$ cat src/rtl/pipe_pkg.sv
`default_nettype none
// +--------------------------------------------------------------------+
// | pipe_pkg : shared field positions, forward encodings, FSM states   |
// | Revision : 1.0                                                      |
// +--------------------------------------------------------------------+
package pipe_pkg;

    localparam int OP_HI   = 16;
    localparam int OP_LO   = 15;
    localparam int SRC1_HI = 14;
    localparam int SRC1_LO = 10;
    localparam int SRC2_HI = 9;
    localparam int SRC2_LO = 5;
    localparam int DST_HI  = 4;
    localparam int DST_LO  = 0;

    localparam logic [1:0] FWD_RF = 2'b00;
    localparam logic [1:0] FWD_EX = 2'b01;
    localparam logic [1:0] FWD_WB = 2'b10;

    typedef enum logic [1:0] {
        ST_IDLE  = 2'd0,
        ST_RUN   = 2'd1,
        ST_DRAIN = 2'd2,
        ST_DONE  = 2'd3
    } state_e;

endpackage
`default_nettype wire

$ cat src/rtl/pipe_ctrl_if.sv
`default_nettype none
// +--------------------------------------------------------------------+
// | pipe_ctrl_if : control, ROM and decode-stage signals of pipe_ctrl  |
// | fwd_a/fwd_b exist only when PIPE_CTRL_FWD_EN is defined            |
// | Revision : 1.0                                                      |
// +--------------------------------------------------------------------+
interface pipe_ctrl_if #(
    parameter int INST_LEN = 17,
    parameter int PC_LEN   = 6,
    parameter int CNT_LEN  = 16
) ();

    logic                start;
    logic [PC_LEN-1:0]   prog_len;
    logic [PC_LEN-2:0]   imem_addr;
    logic [INST_LEN-1:0] imem_data;
    logic [INST_LEN-1:0] id_inst;
    logic                id_valid;
    logic                busy;
    logic                done;
    logic [CNT_LEN-1:0]  stall_cnt;

`ifdef PIPE_CTRL_FWD_EN
    logic [1:0]          fwd_a;
    logic [1:0]          fwd_b;

    modport master (
        input  start, prog_len, imem_data,
        output imem_addr, id_inst, id_valid, busy, done, stall_cnt, fwd_a, fwd_b
    );
    modport slave (
        output start, prog_len, imem_data,
        input  imem_addr, id_inst, id_valid, busy, done, stall_cnt, fwd_a, fwd_b
    );
`else
    modport master (
        input  start, prog_len, imem_data,
        output imem_addr, id_inst, id_valid, busy, done, stall_cnt
    );
    modport slave (
        output start, prog_len, imem_data,
        input  imem_addr, id_inst, id_valid, busy, done, stall_cnt
    );
`endif

endinterface
`default_nettype wire

$ cat src/rtl/pipe_hazard.sv
`default_nettype none
// +--------------------------------------------------------------------+
// | pipe_hazard : compares two source registers against in-flight dests|
// | Revision : 1.0                                                      |
// +--------------------------------------------------------------------+
module pipe_hazard
    import pipe_pkg::*;
#(
    parameter int ADDR_LEN = 5
) (
    input  logic [ADDR_LEN-1:0] i_src1,
    input  logic [ADDR_LEN-1:0] i_src2,
    input  logic                i_slot1_vld,
    input  logic [ADDR_LEN-1:0] i_slot1_dst,
    input  logic                i_slot2_vld,
    input  logic [ADDR_LEN-1:0] i_slot2_dst,
    output logic                o_hazard,
    output logic [1:0]          o_fwd_a,
    output logic [1:0]          o_fwd_b
);

    logic w_a1, w_a2, w_b1, w_b2;

    always_comb begin
        w_a1 = i_slot1_vld && (i_src1 == i_slot1_dst);
        w_a2 = i_slot2_vld && (i_src1 == i_slot2_dst);
        w_b1 = i_slot1_vld && (i_src2 == i_slot1_dst);
        w_b2 = i_slot2_vld && (i_src2 == i_slot2_dst);

        o_hazard = w_a1 | w_a2 | w_b1 | w_b2;

        // The younger producer wins: its value is the architecturally newest
        o_fwd_a = FWD_RF;
        if (w_a1)      o_fwd_a = FWD_EX;
        else if (w_a2) o_fwd_a = FWD_WB;

        o_fwd_b = FWD_RF;
        if (w_b1)      o_fwd_b = FWD_EX;
        else if (w_b2) o_fwd_b = FWD_WB;
    end

endmodule
`default_nettype wire

$ cat src/rtl/pipe_ctrl.sv
`default_nettype none
// +--------------------------------------------------------------------+
// | pipe_ctrl : issue sequencer with RAW hazard stalls                 |
// | Option PIPE_CTRL_FWD_EN : forwarding selects instead of bubbles    |
// | Revision : 1.0                                                      |
// +--------------------------------------------------------------------+
module pipe_ctrl
    import pipe_pkg::*;
#(
    parameter int INST_LEN = 17,
    parameter int ADDR_LEN = 5,
    parameter int MEM_SIZE = 32,
    parameter int PC_LEN   = 6,
    parameter int CNT_LEN  = 16
) (
    input  logic        clk,
    input  logic        rst_n,
    pipe_ctrl_if.master ctrl
);

    state_e              state_q, state_d;
    logic [PC_LEN-1:0]   pc_q, pc_d;
    logic [PC_LEN-1:0]   len_q, len_d;
    logic [INST_LEN-1:0] id_inst_q, id_inst_d;
    logic                id_valid_q, id_valid_d;
    logic                busy_q, busy_d;
    logic                done_q, done_d;
    logic [CNT_LEN-1:0]  stall_cnt_q, stall_cnt_d;
    logic                drain_q, drain_d;
    logic                slot1_vld_q, slot1_vld_d;
    logic [ADDR_LEN-1:0] slot1_dst_q, slot1_dst_d;
    logic                slot2_vld_q, slot2_vld_d;
    logic [ADDR_LEN-1:0] slot2_dst_q, slot2_dst_d;

    logic                w_hazard;
    logic                w_stall;
    logic [1:0]          w_fwd_a, w_fwd_b;
    logic [PC_LEN-1:0]   w_pc_inc;

    pipe_hazard #(
        .ADDR_LEN (ADDR_LEN)
    ) u_hazard (
        .i_src1      (ctrl.imem_data[SRC1_HI:SRC1_LO]),
        .i_src2      (ctrl.imem_data[SRC2_HI:SRC2_LO]),
        .i_slot1_vld (slot1_vld_q),
        .i_slot1_dst (slot1_dst_q),
        .i_slot2_vld (slot2_vld_q),
        .i_slot2_dst (slot2_dst_q),
        .o_hazard    (w_hazard),
        .o_fwd_a     (w_fwd_a),
        .o_fwd_b     (w_fwd_b)
    );

`ifdef PIPE_CTRL_FWD_EN
    logic [1:0] fwd_a_q, fwd_a_d;
    logic [1:0] fwd_b_q, fwd_b_d;
    logic       w_unused_haz;

    assign w_stall      = 1'b0;
    assign w_unused_haz = w_hazard;
    assign ctrl.fwd_a   = fwd_a_q;
    assign ctrl.fwd_b   = fwd_b_q;
`else
    logic       w_unused_fwd;

    assign w_stall      = w_hazard;
    assign w_unused_fwd = ^{w_fwd_a, w_fwd_b};
`endif

    assign w_pc_inc = pc_q + PC_LEN'(1);

    always_comb begin
        state_d     = state_q;
        pc_d        = pc_q;
        len_d       = len_q;
        id_inst_d   = id_inst_q;
        id_valid_d  = 1'b0;
        done_d      = 1'b0;
        stall_cnt_d = stall_cnt_q;
        drain_d     = drain_q;
        // busy lags the state by one cycle so it rises with the first issue
        busy_d      = (state_q == ST_RUN) || (state_q == ST_DRAIN);
`ifdef PIPE_CTRL_FWD_EN
        fwd_a_d     = fwd_a_q;
        fwd_b_d     = fwd_b_q;
`endif

        case (state_q)
            ST_IDLE: begin
                if (ctrl.start) begin
                    len_d       = (ctrl.prog_len > PC_LEN'(MEM_SIZE)) ? PC_LEN'(MEM_SIZE)
                                                                       : ctrl.prog_len;
                    pc_d        = '0;
                    stall_cnt_d = '0;
                    state_d     = (ctrl.prog_len == '0) ? ST_DONE : ST_RUN;
                end
            end
            ST_RUN: begin
                if (w_stall) begin
                    if (stall_cnt_q != '1) stall_cnt_d = stall_cnt_q + CNT_LEN'(1);
                end else begin
                    id_inst_d  = ctrl.imem_data;
                    id_valid_d = 1'b1;
                    pc_d       = w_pc_inc;
`ifdef PIPE_CTRL_FWD_EN
                    fwd_a_d    = w_fwd_a;
                    fwd_b_d    = w_fwd_b;
`endif
                    if (w_pc_inc == len_q) begin
                        state_d = ST_DRAIN;
                        drain_d = 1'b0;
                    end
                end
            end
            ST_DRAIN: begin
                drain_d = 1'b1;
                if (drain_q) begin
                    state_d = ST_DONE;
                    drain_d = 1'b0;
                end
            end
            ST_DONE: begin
                done_d  = 1'b1;
                state_d = ST_IDLE;
            end
            default: state_d = ST_IDLE;
        endcase

        slot1_vld_d = id_valid_d;
        slot1_dst_d = ctrl.imem_data[DST_HI:DST_LO];
        slot2_vld_d = slot1_vld_q;
        slot2_dst_d = slot1_dst_q;
    end

    always_ff @(posedge clk or negedge rst_n) begin
        if (!rst_n) begin
            state_q     <= ST_IDLE;
            pc_q        <= '0;
            len_q       <= '0;
            id_inst_q   <= '0;
            id_valid_q  <= 1'b0;
            busy_q      <= 1'b0;
            done_q      <= 1'b0;
            stall_cnt_q <= '0;
            drain_q     <= 1'b0;
            slot1_vld_q <= 1'b0;
            slot1_dst_q <= '0;
            slot2_vld_q <= 1'b0;
            slot2_dst_q <= '0;
`ifdef PIPE_CTRL_FWD_EN
            fwd_a_q     <= FWD_RF;
            fwd_b_q     <= FWD_RF;
`endif
        end else begin
            state_q     <= state_d;
            pc_q        <= pc_d;
            len_q       <= len_d;
            id_inst_q   <= id_inst_d;
            id_valid_q  <= id_valid_d;
            busy_q      <= busy_d;
            done_q      <= done_d;
            stall_cnt_q <= stall_cnt_d;
            drain_q     <= drain_d;
            slot1_vld_q <= slot1_vld_d;
            slot1_dst_q <= slot1_dst_d;
            slot2_vld_q <= slot2_vld_d;
            slot2_dst_q <= slot2_dst_d;
`ifdef PIPE_CTRL_FWD_EN
            fwd_a_q     <= fwd_a_d;
            fwd_b_q     <= fwd_b_d;
`endif
        end
    end

    assign ctrl.imem_addr = pc_q[PC_LEN-2:0];
    assign ctrl.id_inst   = id_inst_q;
    assign ctrl.id_valid  = id_valid_q;
    assign ctrl.busy      = busy_q;
    assign ctrl.done      = done_q;
    assign ctrl.stall_cnt = stall_cnt_q;

endmodule
`default_nettype wire
$ cat src/flat_wrapper.sv
// flat-port wrapper written by rule: the top's interface ports become plain ports
module pipe_ctrl_flat import pipe_pkg::*;
#(
    parameter int INST_LEN = 17,
    parameter int ADDR_LEN = 5,
    parameter int MEM_SIZE = 32,
    parameter int PC_LEN   = 6,
    parameter int CNT_LEN  = 16
)
  (clk, rst_n, ctrl_start, ctrl_prog_len, ctrl_imem_data, ctrl_imem_addr, ctrl_id_inst, ctrl_id_valid, ctrl_busy, ctrl_done, ctrl_stall_cnt);
  pipe_ctrl_if #(.INST_LEN(INST_LEN), .PC_LEN(PC_LEN), .CNT_LEN(CNT_LEN)) ctrl_i ();
  input  logic clk;
  input  logic rst_n;
  input wire logic [$bits(ctrl_i.start)-1:0] ctrl_start;
  input wire logic [$bits(ctrl_i.prog_len)-1:0] ctrl_prog_len;
  input wire logic [$bits(ctrl_i.imem_data)-1:0] ctrl_imem_data;
  output wire logic [$bits(ctrl_i.imem_addr)-1:0] ctrl_imem_addr;
  output wire logic [$bits(ctrl_i.id_inst)-1:0] ctrl_id_inst;
  output wire logic [$bits(ctrl_i.id_valid)-1:0] ctrl_id_valid;
  output wire logic [$bits(ctrl_i.busy)-1:0] ctrl_busy;
  output wire logic [$bits(ctrl_i.done)-1:0] ctrl_done;
  output wire logic [$bits(ctrl_i.stall_cnt)-1:0] ctrl_stall_cnt;
  assign ctrl_i.start = ctrl_start;
  assign ctrl_i.prog_len = ctrl_prog_len;
  assign ctrl_i.imem_data = ctrl_imem_data;
  assign ctrl_imem_addr = ctrl_i.imem_addr;
  assign ctrl_id_inst = ctrl_i.id_inst;
  assign ctrl_id_valid = ctrl_i.id_valid;
  assign ctrl_busy = ctrl_i.busy;
  assign ctrl_done = ctrl_i.done;
  assign ctrl_stall_cnt = ctrl_i.stall_cnt;
  pipe_ctrl #(.INST_LEN(INST_LEN), .ADDR_LEN(ADDR_LEN), .MEM_SIZE(MEM_SIZE), .PC_LEN(PC_LEN), .CNT_LEN(CNT_LEN)) u_core (.clk(clk), .rst_n(rst_n), .ctrl(ctrl_i));
endmodule
$ cat config.mk
export PLATFORM = sky130hd
export DESIGN_NAME = pipe_ctrl_flat
export DESIGN_NICKNAME = d
export VERILOG_FILES = /design/src/rtl/pipe_pkg.sv /design/src/rtl/pipe_ctrl_if.sv /design/src/rtl/pipe_hazard.sv /design/src/rtl/pipe_ctrl.sv /design/src/flat_wrapper.sv
export SDC_FILE = /design/constraint.sdc
export NUM_CORES = 1
export LEC_CHECK = 0
export CAP_MARGIN = 20
export CORE_ASPECT_RATIO = 1.4
export CORE_UTILIZATION = 50
export DETAILED_ROUTE_END_ITERATION = 16
export PLACE_DENSITY = 0.9
export SLEW_MARGIN = 20
export SYNTH_ARGS = -nofsm -noshare
export SYNTH_HDL_FRONTEND = slang
export SYNTH_HIERARCHICAL = 1
export SYNTH_SLANG_ARGS = --single-unit
$ cat constraint.sdc
create_clock -name clk -period 3.23 [get_ports clk]
set_clock_uncertainty 0.05 [all_clocks]
set_input_delay 0.969 -clock clk [delete_from_list [all_inputs] [get_ports clk]]
set_output_delay 0.969 -clock clk [all_outputs]
set_load 0.03 [all_outputs]
## Yosys cells after proc, flatten, opt, wreduce, memory -nomap -nowiden

Index checks and enable logic that the tools add are counted.

- Bits in registers: 62
- Bits in latches: 0
- Memory bits (writable): 0
- Memory bits (read-only): 0
- Bits of input ports: 26
- Output and inout port bits: 41
- Word-level logic and storage cells: 70
- Memories: 0

- Add/sub/neg operators: 2
- Multipliers: 0
- Divide/modulo/power cells: 0
- $lt $le $gt $ge: 1
- Equal/unequal tests: 15
- Shift operators: 0
- Multiplexer cells: 21
- Bitwise operators: 4
- Reductions and logical operators: 15

Operators with widths:

| operator | count |
|---|---|
| $mux W16 | 3 |
| $pmux W16 S2 | 1 |
| $eq A5 B5 Y1 | 4 |
| $mux W6 | 3 |
| $add A16 B1 Y16 const B | 1 |
| $ne A16 B16 Y1 const B | 1 |
| $pmux W6 S2 | 1 |
| $mux W2 | 5 |
| $ne A2 B2 Y1 const B | 5 |
| $pmux W2 S4 | 1 |
| $reduce_and A4 Y1 | 2 |
| $add A6 B1 Y6 const B | 1 |
| $eq A6 B6 Y1 | 1 |
| $gt A6 B6 Y1 const B | 1 |
| $logic_not A6 Y1 | 1 |
| $mux W1 | 6 |
| $reduce_and A3 Y1 | 2 |
| $eq A2 B2 Y1 const B | 2 |
| $logic_and A1 B1 Y1 | 4 |
| $reduce_and A2 Y1 | 2 |
| $reduce_bool A2 Y1 | 2 |
| $or A1 B1 Y1 | 3 |
| $eq A2 B1 Y1 const B | 1 |
| $logic_not A2 Y1 | 1 |
| 4 further kinds | 4 |

## Longest topological paths before layout

- Depth in word-level cells: 7
- Mapped depth: 13
- Gate-level depth less buffers: 10

## Cells and area by module

The synthesis kept the hierarchy.

By module, submodules not included:

| module | times used | cells an instance | area each (sq um) |
|---|---|---|---|
| pipe_ctrl | 1 | 270 | 2889.0 |
| pipe_hazard | 1 | 33 | 261.5 |

## Worst setup path after synthesis

No wires, ideal clock.

- Kind: input port to flip-flop
- Start: input port ctrl_imem_data[10]
- End: register u_core.state_q[0]
- Data arrival time: 3.111 ns
- Setup slack: -0.018 ns
- Stages on the path: 9
- Cells stage by stage: xor2_1 > nor4_1 > and3_1 > or4_1 > clkbuf_1 > or4_4 > o31ai_4 > nand3_2 > a22oi_1

- Longest elaborated chain between the ends: 7
- Elaborated cells on any way between the ends: 9

RTL lines:

| element | RTL line | text |
|---|---|---|
| start, declared | flat_wrapper.sv:16 | `input wire logic [$bits(ctrl_i.imem_data)-1:0] ctrl_imem_data;` |
| $eq A5 B5 Y1 | pipe_hazard.sv:25 | `w_a1 = i_slot1_vld && (i_src1 == i_slot1_dst);` |
| $logic_and A1 B1 Y1 | pipe_hazard.sv:25 |  |
| net u_core.u_hazard.w_a1 | pipe_hazard.sv:22 | `logic w_a1, w_a2, w_b1, w_b2;` |
| $or A1 B1 Y1 (3 in a row) | pipe_hazard.sv:30 | `o_hazard = w_a1 \| w_a2 \| w_b1 \| w_b2;` |
| net u_core.w_hazard | pipe_ctrl.sv:35 | `logic w_hazard;` |
| $ne A2 B2 Y1 (no source line) | n/a |  |
| $reduce_and A4 Y1 (no source line) | n/a |  |
| end signal, assigned | pipe_ctrl.sv:155 | `state_q <= state_d;` |
| end, declared | pipe_ctrl.sv:21 | `state_e state_q, state_d;` |

The timed path passes the listed nets, and every way through them passes these cells.
A chain may end at the register's enable or synchronous reset.

## Final worst setup path

- Start: input port ctrl_imem_data[6]
- End: register u_core.state_q[0]

- Longest elaborated chain between the ends: 6
- Elaborated cells on any way between the ends: 8

RTL lines:

| element | RTL line | text |
|---|---|---|
| $eq A5 B5 Y1 | pipe_hazard.sv:27 | `w_b1 = i_slot1_vld && (i_src2 == i_slot1_dst);` |
| $logic_and A1 B1 Y1 | pipe_hazard.sv:27 |  |
| $or A1 B1 Y1 | pipe_hazard.sv:30 |  |
| $or A1 B1 Y1 (*) | pipe_hazard.sv:30 |  |
| net u_core.w_hazard | pipe_ctrl.sv:35 |  |
| $ne A2 B2 Y1 (no source line) (*) | n/a |  |
| $reduce_and A4 Y1 (no source line) (*) | n/a |  |

The timed path passes the listed nets; every way through them passes the cells marked *.

==> impl_metrics.yaml <==
clocking:
  root_buffer: "clkbuf_8"
  tritoncts: "built"
  holdBufCountCts: 0
  clockBufferDepth: 2
  worstSkewPairLatency_ps: 340
  clock-sinks: 62
  cts_buffers: 9
  cts_max_level: 3
  clk_pin_slew_worst_paths_ps: 60
power:
  pwr_density_cell_mw_per_mm2: 862
  p_sw_share_pct: 39.7
  switchingPower_w: 0.00140
  total_power_w: 0.00354
  p_leak_nw: 1.75
  vdd_drop_max_mv: 0.378
  intPower_w: 0.00213
  seq_power_share_pct: 33.2
  p_clk_share_pct: 18.3
  combPwrFrac_pct: 48.5
detailed_routing:
  drt-initial-drc-count: 151
  wl_met3_um: 369
  routed_wl_um: 7200
  drtAntennaViolNets: 0
  drcViolationCount: 0
  met2_length_um: 3800
  top_layer: "met4"
  dr_total_vias: 2533
  wl_met1_um: 2850
  drtPass1Iterations: 4
  wire_per_inst_um: 16.0
  via_per_inst: 5.62
synth:
  yosysWarnings: 6
  syn_area_per_cell_um2: 10.4
  synth_cells: 299
  synth_area_mm2: 0.00312
  syn_nets: 332
sta:
  final-hold-violation-count: 0
  max_freq_mhz: 315
  rsz0062_at_grt: "false"
  setup_slack_ps: 51.1
  period_share_pct: 98.4
  worst_pin_slew_ps: 696
  relSlewSlack_pct: 53.2
  period_minus_slack_ps: 3180
  fin_hold_ws_ps: 389
  drv_slew: 0
  finalSetupViolCount: 0
setup_path:
  end_kind: "register"
  crit_chain: "dlygate4sd2_1 > xor2_1 > nor4_1 > and3_1 > or4_4 > or4_4 > o31ai_4 > nand3_2 > a22oi_2"
  crit_buf_inv: 1
  critPathMaxFanout: 3
  crit_type: "input pin to register"
  r2r_slack_ps: 560
  critPathMostFrequentCell: "or4_4"
  worst-r2r-cell-count: 8
  cp_slowest_stage_delay_ps: 510
  cpLargestDelayFamily: "simple AND/OR/NAND/NOR gates"
  cp_slowest_cell: "or4_4"
  start_kind: "input pin"
  timing.rr.end: "u_core/state_q[0]$_DFFE_PN0P_"
  r2r-start: "u_core/slot2_dst_q[1]$_DFF_PN0_"
  worstPathArrival_ps: 3380
  critical_path_required_ps: 3430
final_layout:
  layout-drive-gt1-share_pct: 14.7
  n_antenna_cell: 0
  final_area_mm2: 0.00411
  postLayoutCoreUtil_pct: 69.1
  area_growth_syn_to_layout_pct: 31.5
  finalNetCount: 410
flow_run:
  maxCapViolCount: 0
place:
  dp_hpwl_um: 5370
  port_buffers: 66
  place_area_mm2: 0.00391
  place_ws_ps: -613
  gp_congestion: 0.799
die:
  die_h_um: 95.5
  ios: 67
  start_util_pct: 52.5
  die_w_um: 68.8
  core_mm2: 0.00595
  fp-row-count: 33
  dieArea_mm2: 0.00657
global_routing:
  antenna_found_initial: 0
  grt_pass1_wl_um: 11300
  grt_overflow: 0
  grt_start_max_net_pins: 28
  grt_usage_pct: 23.9
  grt_pass1_vias: 2547
outcome:
  outcome: "complete, no violations"
min_path:
  holdPathEnd: "u_core/slot2_vld_q$_DFF_PN0_"
  hold_start: "u_core/slot1_vld_q$_DFF_PN0_"
  hold_path_depth: 0
  hold_class: "register to register"
==> what timing repair did <==
item	CTS	global route
pin swaps	7	0
gates cloned	0	0
gates resized for setup	12	1
buffers inserted	0	0
setup endpoints to repair	36	25
==> power groups by stage <==
stage               sequential, W  clock (W)  combinational, W
finish                    0.00118   0.000648           0.00171
floorplan                 0.00142          0          0.000859
global placement          0.00117          0           0.00163
CTS                       0.00118   0.000662           0.00172
global route              0.00121   0.000697           0.00183
detailed placement        0.00119          0           0.00169
==> worst register-to-register path, delay by kind of cell (launching register included) <==
kind	cells	cell delay (ps)
AOI/OAI and AO/OA	2	450
DFF	1	410
xor gates and xnor gates	1	230
and+or+nand+nor	5	1450
==> final cells by class <==
class / count / area [um^2]
clock buffer: 10 / 138
clock inverter: 5 / 50.0
fill: 436 / 1840
inverter: 6 / 22.5
multi-input combinational: 216 / 1490
sequential: 62 / 1550
tap: 70 / 87.6
timing repair buffer: 82 / 767
==> flip-flops by register name (all words and copies together) (netlist names) <==
register / flops
u_core/drain_q: 1
u_core/ctrl.id_inst: 17
u_core/slot2_dst_q: 5
u_core/ctrl.busy: 1
u_core/ctrl.stall_cnt: 16
u_core/slot1_vld_q: 1
u_core/slot2_vld_q: 1
u_core/len_q: 6
u_core/pc_q: 6
u_core/state_q: 2
u_core/ctrl.done: 1
u_core/slot1_dst_q: 5
==> per-layer routing <==
layer / GRT usage (%) / up-vias
li1: - / 1211
met1: 24.7 / 1219
met5: 0 / -
met3: 4.78 / 18
met4: 12.1 / 0
met2: 44.0 / 85
==> worst max-delay path by stage <==
stage | from | end | slack [ps] | cells past startpoint
3_3_place_gp | ctrl_imem_data[11] | u_core/state_q[0]$_DFFE_PN0P_ | -540 | 9
2_1_floorplan | ctrl_imem_data[10] | u_core/state_q[0]$_DFFE_PN0P_ | 8 | 9
4_1_cts | ctrl_imem_data[13] | u_core/state_q[0]$_DFFE_PN0P_ | 20 | 8
3_5_place_dp | ctrl_imem_data[11] | u_core/state_q[0]$_DFFE_PN0P_ | -610 | 9
5_1_grt | ctrl_imem_data[10] | u_core/state_q[0]$_DFFE_PN0P_ | 60 | 9
6_report | ctrl_imem_data[6] | u_core/state_q[0]$_DFFE_PN0P_ | 50 | 9
==> cells in the final DEF, fill, tap and decap left out, types with 2 or more instances in the layout <==
cell type and n:
nor3_1 8, clkbuf_8 10, ha_1 7, nand4_1 5, nor2b_1 2, nand2_1 28
and3_1 6, o21ai_1 15, dlygate4sd2_1 9, a31oi_1 2, and2_1 4, mux2i_1 7
a21oi_1 6, nand3_1 11, mux2_2 18, xnor2_1 7, nor4_1 5, o21ai_0 11
o31ai_4 2, a21o_1 2, dfrtp_1 62, nor3b_1 2, xor2_1 21, inv_1 6
or3_1 3, or4_4 2, clkinv_2 4, nand2b_1 9, clkdlybuf4s50_1 55, nor2_1 15
buf_4 16, o31ai_1 8
==> through the flow <==
step / setup TNS, ps / std cells
after floorplan: 0 / 299
after global placement: -16260 / 436
after detailed placement: -18750 / 436
after CTS: 0 / 451
after global routing: 0 / 451
final: 0 / 451
No activity file was read; power rests on OpenSTA's default activity.
